--- config.mk ---
export PLATFORM = sky130hd
export DESIGN_NAME = screen_mode_ctrl_flat
export DESIGN_NICKNAME = d
export VERILOG_FILES = /design/src/rtl/screen_mode_ctrl_pkg.sv /design/src/rtl/screen_mode_ctrl_if.sv /design/src/rtl/screen_mode_ctrl_btn_debounce.sv /design/src/rtl/screen_mode_ctrl.sv /design/src/flat_wrapper.sv
export SDC_FILE = /design/constraint.sdc
export NUM_CORES = 1
export LEC_CHECK = 0
export CAP_MARGIN = 20
export CORE_AREA = 2 2 101 128
export CTS_CLUSTER_SIZE = 30
export DETAILED_ROUTE_END_ITERATION = 8
export DIE_AREA = 0 0 103 130
export PLACE_DENSITY = 0.79
export SYNTH_ARGS = -nofsm -noshare
export SYNTH_HDL_FRONTEND = slang
export SYNTH_HIERARCHICAL = 1
export SYNTH_SLANG_ARGS = --single-unit
--- constraint.sdc ---
create_clock -name clock -period 5.7 [get_ports clock]
set_input_delay 1.14 -clock clock [delete_from_list [all_inputs] [get_ports clock]]
set_output_delay 1.14 -clock clock [all_outputs]
set_load 0.05 [all_outputs]
--- src/rtl/screen_mode_ctrl_pkg.sv ---
// Shared definitions for the screen mode controller: FSM state encoding and the
// one-hot screen codes understood by the VGA renderer.
package screen_pkg;

    typedef enum logic [2:0] {
        S_MENU      = 3'd0,
        S_ABOUT     = 3'd1,
        S_MANUAL    = 3'd2,
        S_DISPENSER = 3'd3,
        S_TIMESET   = 3'd4,
        S_DISPENSE  = 3'd5
    } state_t;

    localparam logic [3:0] SCR_MENU      = 4'b0000;
    localparam logic [3:0] SCR_ABOUT     = 4'b0001;
    localparam logic [3:0] SCR_MANUAL    = 4'b0010;
    localparam logic [3:0] SCR_DISPENSER = 4'b0100;
    localparam logic [3:0] SCR_TIMESET   = 4'b1000;

    localparam int NUM_BTN = 5;
    localparam int BACK_IDX = 4;

    // DISPENSE has no screen of its own; callers map it through ret_state first.
    function automatic logic [3:0] scr_code(input state_t s);
        logic [3:0] code;
        code = SCR_MENU;
        case (s)
            S_ABOUT:     code = SCR_ABOUT;
            S_MANUAL:    code = SCR_MANUAL;
            S_DISPENSER: code = SCR_DISPENSER;
            S_TIMESET:   code = SCR_TIMESET;
            default:     code = SCR_MENU;
        endcase
        return code;
    endfunction

    function automatic logic is_screen(input state_t s);
        return (s == S_ABOUT) || (s == S_MANUAL) || (s == S_DISPENSER) || (s == S_TIMESET);
    endfunction

endpackage

--- src/rtl/screen_mode_ctrl_if.sv ---
// Bus between the front panel / dispenser side and the screen mode controller.
interface screen_mode_ctrl_if #(
    parameter int CNT_W = 8
);
    logic [3:0]       btn;
    logic             btn_back;
    logic             dispense_start;
    logic [CNT_W-1:0] pill_count;
    logic             frame_start;
    logic [3:0]       inp;
    logic             dispensing;
    logic             lowmeds;
    logic             screen_changed;

    modport master (
        output btn, btn_back, dispense_start, pill_count, frame_start,
        input  inp, dispensing, lowmeds, screen_changed
    );

    modport slave (
        input  btn, btn_back, dispense_start, pill_count, frame_start,
        output inp, dispensing, lowmeds, screen_changed
    );
endinterface

--- src/rtl/screen_mode_ctrl_btn_debounce.sv ---
// One raw push-button: 2-FF synchronizer, stability counter, and a 1-cycle press
// pulse on the accepted 0->1 edge.
module btn_debounce #(
    parameter int DEBOUNCE_CYCLES = 500000
) (
    input  logic clock,
    input  logic reset,
    input  logic raw,
    output logic level,
    output logic press
);
    localparam int CW = $clog2(DEBOUNCE_CYCLES + 1);
    localparam logic [CW-1:0] LAST = CW'(DEBOUNCE_CYCLES - 1);

    logic          sync_p0;
    logic          sync_p1;
    logic [CW-1:0] cnt;

    always_ff @(posedge clock) begin
        if (reset) begin
            sync_p0 <= 1'b0;
            sync_p1 <= 1'b0;
            cnt     <= '0;
            level   <= 1'b0;
            press   <= 1'b0;
        end else begin
            sync_p0 <= raw;
            sync_p1 <= sync_p0;
            press   <= 1'b0;
            // Any sample agreeing with the accepted level restarts the stability window.
            if (sync_p1 == level) begin
                cnt <= '0;
            end else if (cnt == LAST) begin
                cnt   <= '0;
                level <= sync_p1;
                press <= sync_p1;
            end else begin
                cnt <= cnt + 1'b1;
            end
        end
    end
endmodule

--- src/rtl/screen_mode_ctrl.sv ---
// Screen select FSM feeding the VGA renderer; outputs only change on frame_start.
// Optional build macro SCREEN_TIMEOUT_EN adds an inactivity return to the menu.
module screen_mode_ctrl
    import screen_pkg::*;
#(
    parameter int DEBOUNCE_CYCLES  = 500000,
    parameter int DISP_HOLD_CYCLES = 150000000,
    parameter int LOW_THRESH       = 3,
    parameter int CNT_W            = 8
`ifdef SCREEN_TIMEOUT_EN
    ,
    parameter int IDLE_CYCLES      = 1500000000
`endif
) (
    input  logic             clock,
    input  logic             reset,
    screen_mode_ctrl_if.slave bus
);
    localparam int HOLD_W = $clog2(DISP_HOLD_CYCLES + 1);
    localparam logic [HOLD_W-1:0] HOLD_LOAD = HOLD_W'(DISP_HOLD_CYCLES - 1);
    localparam logic [CNT_W-1:0]  LOW_T     = CNT_W'(LOW_THRESH);

    logic [NUM_BTN-1:0] raw;
    logic [NUM_BTN-1:0] level;
    logic [NUM_BTN-1:0] pulse;
    logic [NUM_BTN-1:0] press;
    logic               any_press;

    assign raw       = {bus.btn_back, bus.btn};
    assign press     = pulse & level;
    assign any_press = |press;

    for (genvar i = 0; i < NUM_BTN; i++) begin : g_db
        btn_debounce #(
            .DEBOUNCE_CYCLES(DEBOUNCE_CYCLES)
        ) u_db (
            .clock(clock),
            .reset(reset),
            .raw  (raw[i]),
            .level(level[i]),
            .press(pulse[i])
        );
    end

    state_t              state;
    state_t              state_nx;
    state_t              ret_state;
    state_t              ret_nx;
    logic [HOLD_W-1:0]   hold_cnt;
    logic [HOLD_W-1:0]   hold_nx;
    logic                idle_expired;

`ifdef SCREEN_TIMEOUT_EN
    localparam int IDLE_W = $clog2(IDLE_CYCLES + 1);
    localparam logic [IDLE_W-1:0] IDLE_LAST = IDLE_W'(IDLE_CYCLES - 1);

    logic [IDLE_W-1:0] idle_cnt;
    logic [IDLE_W-1:0] idle_nx;

    assign idle_expired = (idle_cnt == IDLE_LAST);

    always_comb begin
        idle_nx = '0;
        if (bus.dispense_start || any_press || (state_nx != state)) begin
            idle_nx = '0;
        end else if (is_screen(state)) begin
            idle_nx = idle_cnt + 1'b1;
        end
    end

    always_ff @(posedge clock) begin
        if (reset) begin
            idle_cnt <= '0;
        end else begin
            idle_cnt <= idle_nx;
        end
    end
`else
    assign idle_expired = 1'b0;
`endif

    // FSM: dispense_start outranks every button press in the same cycle.
    always_comb begin
        state_nx = state;
        ret_nx   = ret_state;
        hold_nx  = hold_cnt;
        if (bus.dispense_start) begin
            state_nx = S_DISPENSE;
            hold_nx  = HOLD_LOAD;
            if (state != S_DISPENSE) begin
                ret_nx = state;
            end
        end else begin
            case (state)
                S_MENU: begin
                    if (press[3]) begin
                        state_nx = S_TIMESET;
                    end else if (press[2]) begin
                        state_nx = S_DISPENSER;
                    end else if (press[1]) begin
                        state_nx = S_MANUAL;
                    end else if (press[0]) begin
                        state_nx = S_ABOUT;
                    end
                end
                S_ABOUT, S_MANUAL, S_DISPENSER, S_TIMESET: begin
                    if (press[BACK_IDX] || idle_expired) begin
                        state_nx = S_MENU;
                    end
                end
                S_DISPENSE: begin
                    if (hold_cnt == '0) begin
                        state_nx = ret_state;
                    end else begin
                        hold_nx = hold_cnt - 1'b1;
                    end
                end
                default: state_nx = S_MENU;
            endcase
        end
    end

    always_ff @(posedge clock) begin
        if (reset) begin
            state     <= S_MENU;
            ret_state <= S_MENU;
            hold_cnt  <= '0;
        end else begin
            state     <= state_nx;
            ret_state <= ret_nx;
            hold_cnt  <= hold_nx;
        end
    end

    logic [3:0] pend_inp;
    logic       pend_disp;
    state_t     view;

    assign view      = (state == S_DISPENSE) ? ret_state : state;
    assign pend_inp  = scr_code(view);
    assign pend_disp = (state == S_DISPENSE);

    // Frame commit: the renderer only ever sees values latched at frame_start.
    always_ff @(posedge clock) begin
        if (reset) begin
            bus.inp            <= SCR_MENU;
            bus.dispensing     <= 1'b0;
            bus.lowmeds        <= 1'b0;
            bus.screen_changed <= 1'b0;
        end else if (bus.frame_start) begin
            bus.inp            <= pend_inp;
            bus.dispensing     <= pend_disp;
            bus.lowmeds        <= (bus.pill_count <= LOW_T);
            bus.screen_changed <= (pend_inp != bus.inp) || (pend_disp != bus.dispensing);
        end else begin
            bus.screen_changed <= 1'b0;
        end
    end
endmodule

--- src/flat_wrapper.sv ---
// flat-port wrapper written by rule: the top's interface ports become plain ports
module screen_mode_ctrl_flat import screen_pkg::*;
#(
    parameter int DEBOUNCE_CYCLES  = 500000,
    parameter int DISP_HOLD_CYCLES = 150000000,
    parameter int LOW_THRESH       = 3,
    parameter int CNT_W            = 8

)
  (clock, reset, bus_btn, bus_btn_back, bus_dispense_start, bus_pill_count, bus_frame_start, bus_inp, bus_dispensing, bus_lowmeds, bus_screen_changed);
  screen_mode_ctrl_if #(.CNT_W(CNT_W)) bus_i ();
  input  logic clock;
  input  logic reset;
  input wire logic [$bits(bus_i.btn)-1:0] bus_btn;
  input wire logic [$bits(bus_i.btn_back)-1:0] bus_btn_back;
  input wire logic [$bits(bus_i.dispense_start)-1:0] bus_dispense_start;
  input wire logic [$bits(bus_i.pill_count)-1:0] bus_pill_count;
  input wire logic [$bits(bus_i.frame_start)-1:0] bus_frame_start;
  output wire logic [$bits(bus_i.inp)-1:0] bus_inp;
  output wire logic [$bits(bus_i.dispensing)-1:0] bus_dispensing;
  output wire logic [$bits(bus_i.lowmeds)-1:0] bus_lowmeds;
  output wire logic [$bits(bus_i.screen_changed)-1:0] bus_screen_changed;
  assign bus_i.btn = bus_btn;
  assign bus_i.btn_back = bus_btn_back;
  assign bus_i.dispense_start = bus_dispense_start;
  assign bus_i.pill_count = bus_pill_count;
  assign bus_i.frame_start = bus_frame_start;
  assign bus_inp = bus_i.inp;
  assign bus_dispensing = bus_i.dispensing;
  assign bus_lowmeds = bus_i.lowmeds;
  assign bus_screen_changed = bus_i.screen_changed;
  screen_mode_ctrl #(.DEBOUNCE_CYCLES(DEBOUNCE_CYCLES), .DISP_HOLD_CYCLES(DISP_HOLD_CYCLES), .LOW_THRESH(LOW_THRESH), .CNT_W(CNT_W)) u_core (.clock(clock), .reset(reset), .bus(bus_i));
endmodule
==> After elaboration in Yosys (flattened, before gate mapping) <==
Index checks and enable logic that the tools add are counted.
{ "totals": {"input_bits": 17, "latch_bits": 0, "output_inout_bits": 7, "elab_cells": 123, "rom_bits": 0, "mem_count": 0, "ram_bits": 0, "reg_bits": 156} }
{ "op_classes": {"bitwise": 13, "reduce_logical": 27, "n_div": 0, "order_cmp": 1, "shifts": 0, "mux": 13, "mul": 0, "add_sub_neg": 6, "eq_ne": 29} }
{ "ops": {"columns": ["op", "count"], "rows": [
  ["$add A19 B1 Y19 const B", 5],
  ["$eq A19 B19 Y1 const B", 5],
  ["$mux W28", 3],
  ["$reduce_or A3 Y1", 10],
  ["$logic_not A28 Y1", 1],
  ["$sub A28 B1 Y28 const B", 1],
  ["$mux W3", 8],
  ["$pmux W4 S4", 1],
  ["$reduce_and A2 Y1", 8],
  ["$eq A3 B2 Y1 const B", 4],
  ["$not A1 Y1", 12],
  ["$eq A3 B3 Y1 const B", 3],
  ["$pmux W3 S3", 1],
  ["$le A8 B2 Y1 const B", 1],
  ["$eq A3 B1 Y1 const B", 2],
  ["$ne A3 B3 Y1 const B", 2],
  ["$ne A6 B2 Y1 const B", 1],
  ["$reduce_and A3 Y1", 2],
  ["$and A5 B5 Y5", 1],
  ["$eq A1 B1 Y1", 5],
  ["$ne A5 B1 Y1 const B", 1],
  ["$ne A2 B2 Y1 const B", 2],
  ["$ne A4 B4 Y1", 1],
  ["$reduce_or A2 Y1", 2],
  ["other kinds (7)", 7]
]} }

==> Logic depth before layout (Yosys ltp) <==
{ "logic_depth": {"depth_word": 7, "ltp_mapped": 8, "depth_no_buf": 7} }

==> Cells and area by module <==
The synthesis kept the hierarchy.
{ "by_module_without_submodules": {"columns": ["module", "cells_each", "seq_area_each_um2", "instances", "area_per_inst_um2"], "rows": [
  ["btn_debounce", 115, 460.4, 5, 1029.7],
  ["screen_mode_ctrl", 255, 820.8, 1, 2159.6]
]} }

==> Least setup slack after synthesis <==
No wires, ideal clock.
{ "synth_path": {"path_kind": "input to register", "start": "in bus_dispense_start", "end": "reg u_core.hold_cnt[25]", "setup_slack_ps": 3666, "setup_time_ps": 59, "t_arrival_ps": 1975, "path_buffers": 0, "required_ps": 5641, "stages": 3, "cell_sequence": "or2_2 -> or4_1 -> nand2_1"} }
{ "synth_between": {"elab_chain_len": 1} }
{ "synth_rtl": {"columns": ["item", "line_no", "text"], "rows": [
  ["from (decl)", "flat_wrapper.sv:16", "input wire logic [$bits(bus_i.dispense_start)-1:0] bus_dispense_start;"],
  ["$reduce_or A2 Y1 (no line)", null, null],
  ["to (signal assigned)", "screen_mode_ctrl.sv:131", "hold_cnt <= hold_nx;"],
  ["to (decl)", "screen_mode_ctrl.sv:49", "logic [HOLD_W-1:0] hold_cnt;"]
]} }
Every way passes these cells.
A chain may end at the register's enable or synchronous reset.

==> Final worst setup path <==
{ "layout_path": {"start": "reg u_core.bus.inp[3]", "end": "out bus_inp[3]"} }
{ "layout_rtl": {"columns": ["item", "line_no", "text"], "rows": [
  ["from (decl)", "screen_mode_ctrl_if.sv:22", "output inp, dispensing, lowmeds, screen_changed"],
  ["from (signal assigned)", "screen_mode_ctrl.sv:151", "bus.inp <= pend_inp;"],
  ["to (decl)", "flat_wrapper.sv:19", "output wire logic [$bits(bus_i.inp)-1:0] bus_inp;"]
]} }
No word-level cell between the ends.

==> out/metrics.yaml <==
drive_above_1_share_pct: 7.63
fin_worst_skew_ns: 0.00831
status: "finished, final reports clean"
path_class: "register to primary output"
dp_hpwl_mm: 10.0
p_sw_share_pct: 21.0
critPathBufInv: 1
hold_viol: 0
htreeDepth: 4
hp-class: "register to register"
clkPwrFrac_pct: 49.4
relSlewSlack_pct: 27.1
vias_per_cell: 5.93
die_w_microns: 103
min_period_ns: 2.76
synth_area_leaders: "dfxtp_1, xnor2_1, nor2_1"
yosys.area.top_type: "dfxtp_1"
drc: 0
cts_root_buf: "clkbuf_16"
worst_pin_slew_ns: 1.09
synth_seq_cells: 156
multi_input_comb_area_sq_um: 3980
max_cap_viol_count: 0
required_ns: 4.56
synthToLayoutAreaGrowth_pct: 13.0
ys_seq_area_share_pct: 42.7
core_area_sq_um: 12300
grt_pass1_wl_mm: 25.8
yosys-top-cells-count: "dfxtp_1, nor2_1, xnor2_1, nand3_1, a21oi_1"
cts_tree: "done"
synth.distinct_cells: 55
power_density_nw_per_um2: 297
syn_area_per_cell_sq_um: 8.81
setup-tns-final_ns: 0
cp_slowest_cell: "clkdlybuf4s50_1"
fin_nets: 875
rows: 46
synthCells: 830
antenna_cells: 0
cp-start-kind: "register"
cts_resized: 0
crit_path_end_kind: "primary output"
max-vdd-ir-drop_mv: 0.228
worst-endpoint-arrival_ns: 1.62
synth_flop_cell: "dfxtp_1"
clk_pin_slew_ns: 0.06
place_area_sq_um: 7610
final_cells: 1033
max_freq_mhz: 362
grt_overflow: 0
synth-async-reset-ratio_pct: 0
final_max_slew_viol_count: 0
cts_buffer_depth: 2
dpl.cell_count: 1000
io_buffers: 21
grt_usage_pct: 23.5
routed_wl_mm: 14.9
route.vias.total: 6123
setup_viol: 0
cp_max_fo: 3
synth_edf_count: 0
power_switching_mw: 0.515
die_h_microns: 130
dieArea_sq_um: 13400
cp_top_family: "buffers and inverters"
clkLatencyLatePin_ns: 0.41
synth.top_cell.area_share_pct: 42.7
fin_crit_sh_pct: 48.4
hold_buffers: 0
routedWlPerCell_microns: 14.5
cts_buffers: 17
leakagePower_nw: 2.40
synth_most_common_cell: "dfxtp_1"
crit_path_max_incr_delay_ns: 0.83
antenna_left: 0
netlist_area_sq_um: 7310
power.internal_mw: 1.94
grt_max_degree: 58
yosys_warnings: 6
p_comb_share_pct: 4.7
syn_nets: 853
postCtsSetupBuffers: 0
dr.pass1.iters: 5
gp_congestion: 0.878
fin_util_pct: 67.1
antenna_found_initial: 0
nFillCells: 991
fin_hold_ws_ns: 0.439
drt_iter0_drc: 380
rsz0062_at_grt: "false"
grt_pass1_vias: 5892
io-pin-count: 24
worstPathCellList: "clkdlybuf4s50_1"
seq_area_sq_um: 3120
start_util_pct: 59.3
final_area_sq_um: 8260
seq_power_share_pct: 46.0
cts_sinks: 156
[flip-flops by register name, indices dropped and copies added (netlist names), 3 cells and up]
register / flops
u_core/g_db.u_db/cnt: 95
u_core/hold_cnt: 28
u_core/g_db.u_db/level: 5
u_core/g_db.u_db/press: 5
u_core/g_db.u_db/sync_p0: 5
u_core/g_db.u_db/sync_p1: 5
u_core/bus.inp: 4
u_core/ret_state: 3
u_core/state: 3
[final timing paths]
kind | startpoint | to | slack [ns] | cells past startpoint
worst max-delay path | u_core/bus.inp[3]$_SDFFE_PP0P_ | bus_inp[3] | 2.94 | 1
worst max register to register | u_core/hold_cnt[17]$_SDFFE_PP0N_ | u_core/hold_cnt[21]$_SDFFE_PP0P_ | 2.95 | 5
worst min register to register | u_core/g_db[1].u_db/sync_p0$_SDFF_PP0_ | u_core/g_db[1].u_db/sync_p1$_SDFF_PP0_ | 0.44 | 1
worst min-delay path | u_core/g_db[1].u_db/sync_p0$_SDFF_PP0_ | u_core/g_db[1].u_db/sync_p1$_SDFF_PP0_ | 0.44 | 1
[cell type report]
type	count	share of cell area, %
Multi-Input combinational cell	629	48.1
Sequential cell	156	37.8
Clock buffer	21	5.45
Timing Repair Buffer	23	2.64
Tap cell	168	2.54
Clock inverter	11	2.32
Inverter	25	1.14
[layer usage]
layer,track usage [%],up-vias,wire length [microns]
li1,-,3083,-
met1,27.4,2902,6510
met2,41.6,117,7770
met3,5.14,21,459
met4,9.13,0,200
met5,0,-,0
[power by group through the flow]
stage / clock [mW] / sequential, mW / combinational (mW)
after floorplan: 0 / 1.15 / 0.0808
after global placement: 0 / 1.15 / 0.109
after detailed placement: 0 / 1.15 / 0.113
after CTS: 1.24 / 1.13 / 0.115
after global routing: 1.29 / 1.13 / 0.127
final: 1.21 / 1.13 / 0.115
[stage by stage]
| step | setup WS, ns | total power, mW |
|---|---|---|
| global placement | 2.56 | 1.26 |
| global route | 2.73 | 2.54 |
| detailed placement | 2.49 | 1.27 |
| CTS | 2.85 | 2.48 |
| floorplan | 3.67 | 1.23 |
| finish | 2.94 | 2.46 |
[logic make-up (layout without fill, tap and decap cells)]
logic type	count (synthesis)	after routing	share of synthesized area (%)
compound gates	119	119	10.6
xor+xnor	83	83	9.95
fa+ha+maj	6	6	1.03
buf+inv	45	80	2.88
flops	156	156	42.7
mux	5	5	0.685
simple gates	416	416	32.2
[placed cells by master (no fill, tap or decap), drive strengths merged, types with 2 or more instances in the layout]
master           n
o31ai            9
nor3            31
nor4b            5
bufinv           5
inv             24
or2              7
dfxtp          156
or3b             6
o21ai           34
o41ai            3
nand4           34
o311ai           5
mux2i            5
nor2           103
xnor2           55
clkdlybuf4s50   20
or3             25
nor4            34
nor2b           10
ha               6
nand3           45
and4            11
a21oi           44
and3             3
nand4bb          5
nand2           42
a2111oi          2
nand2b          16
and2             5
clkbuf          21
a31oi           10
buf              3
or4             31
xor2            28
clkinvlp         3
clkinv           4
Note: power is estimated with default switching activity, not from simulation.
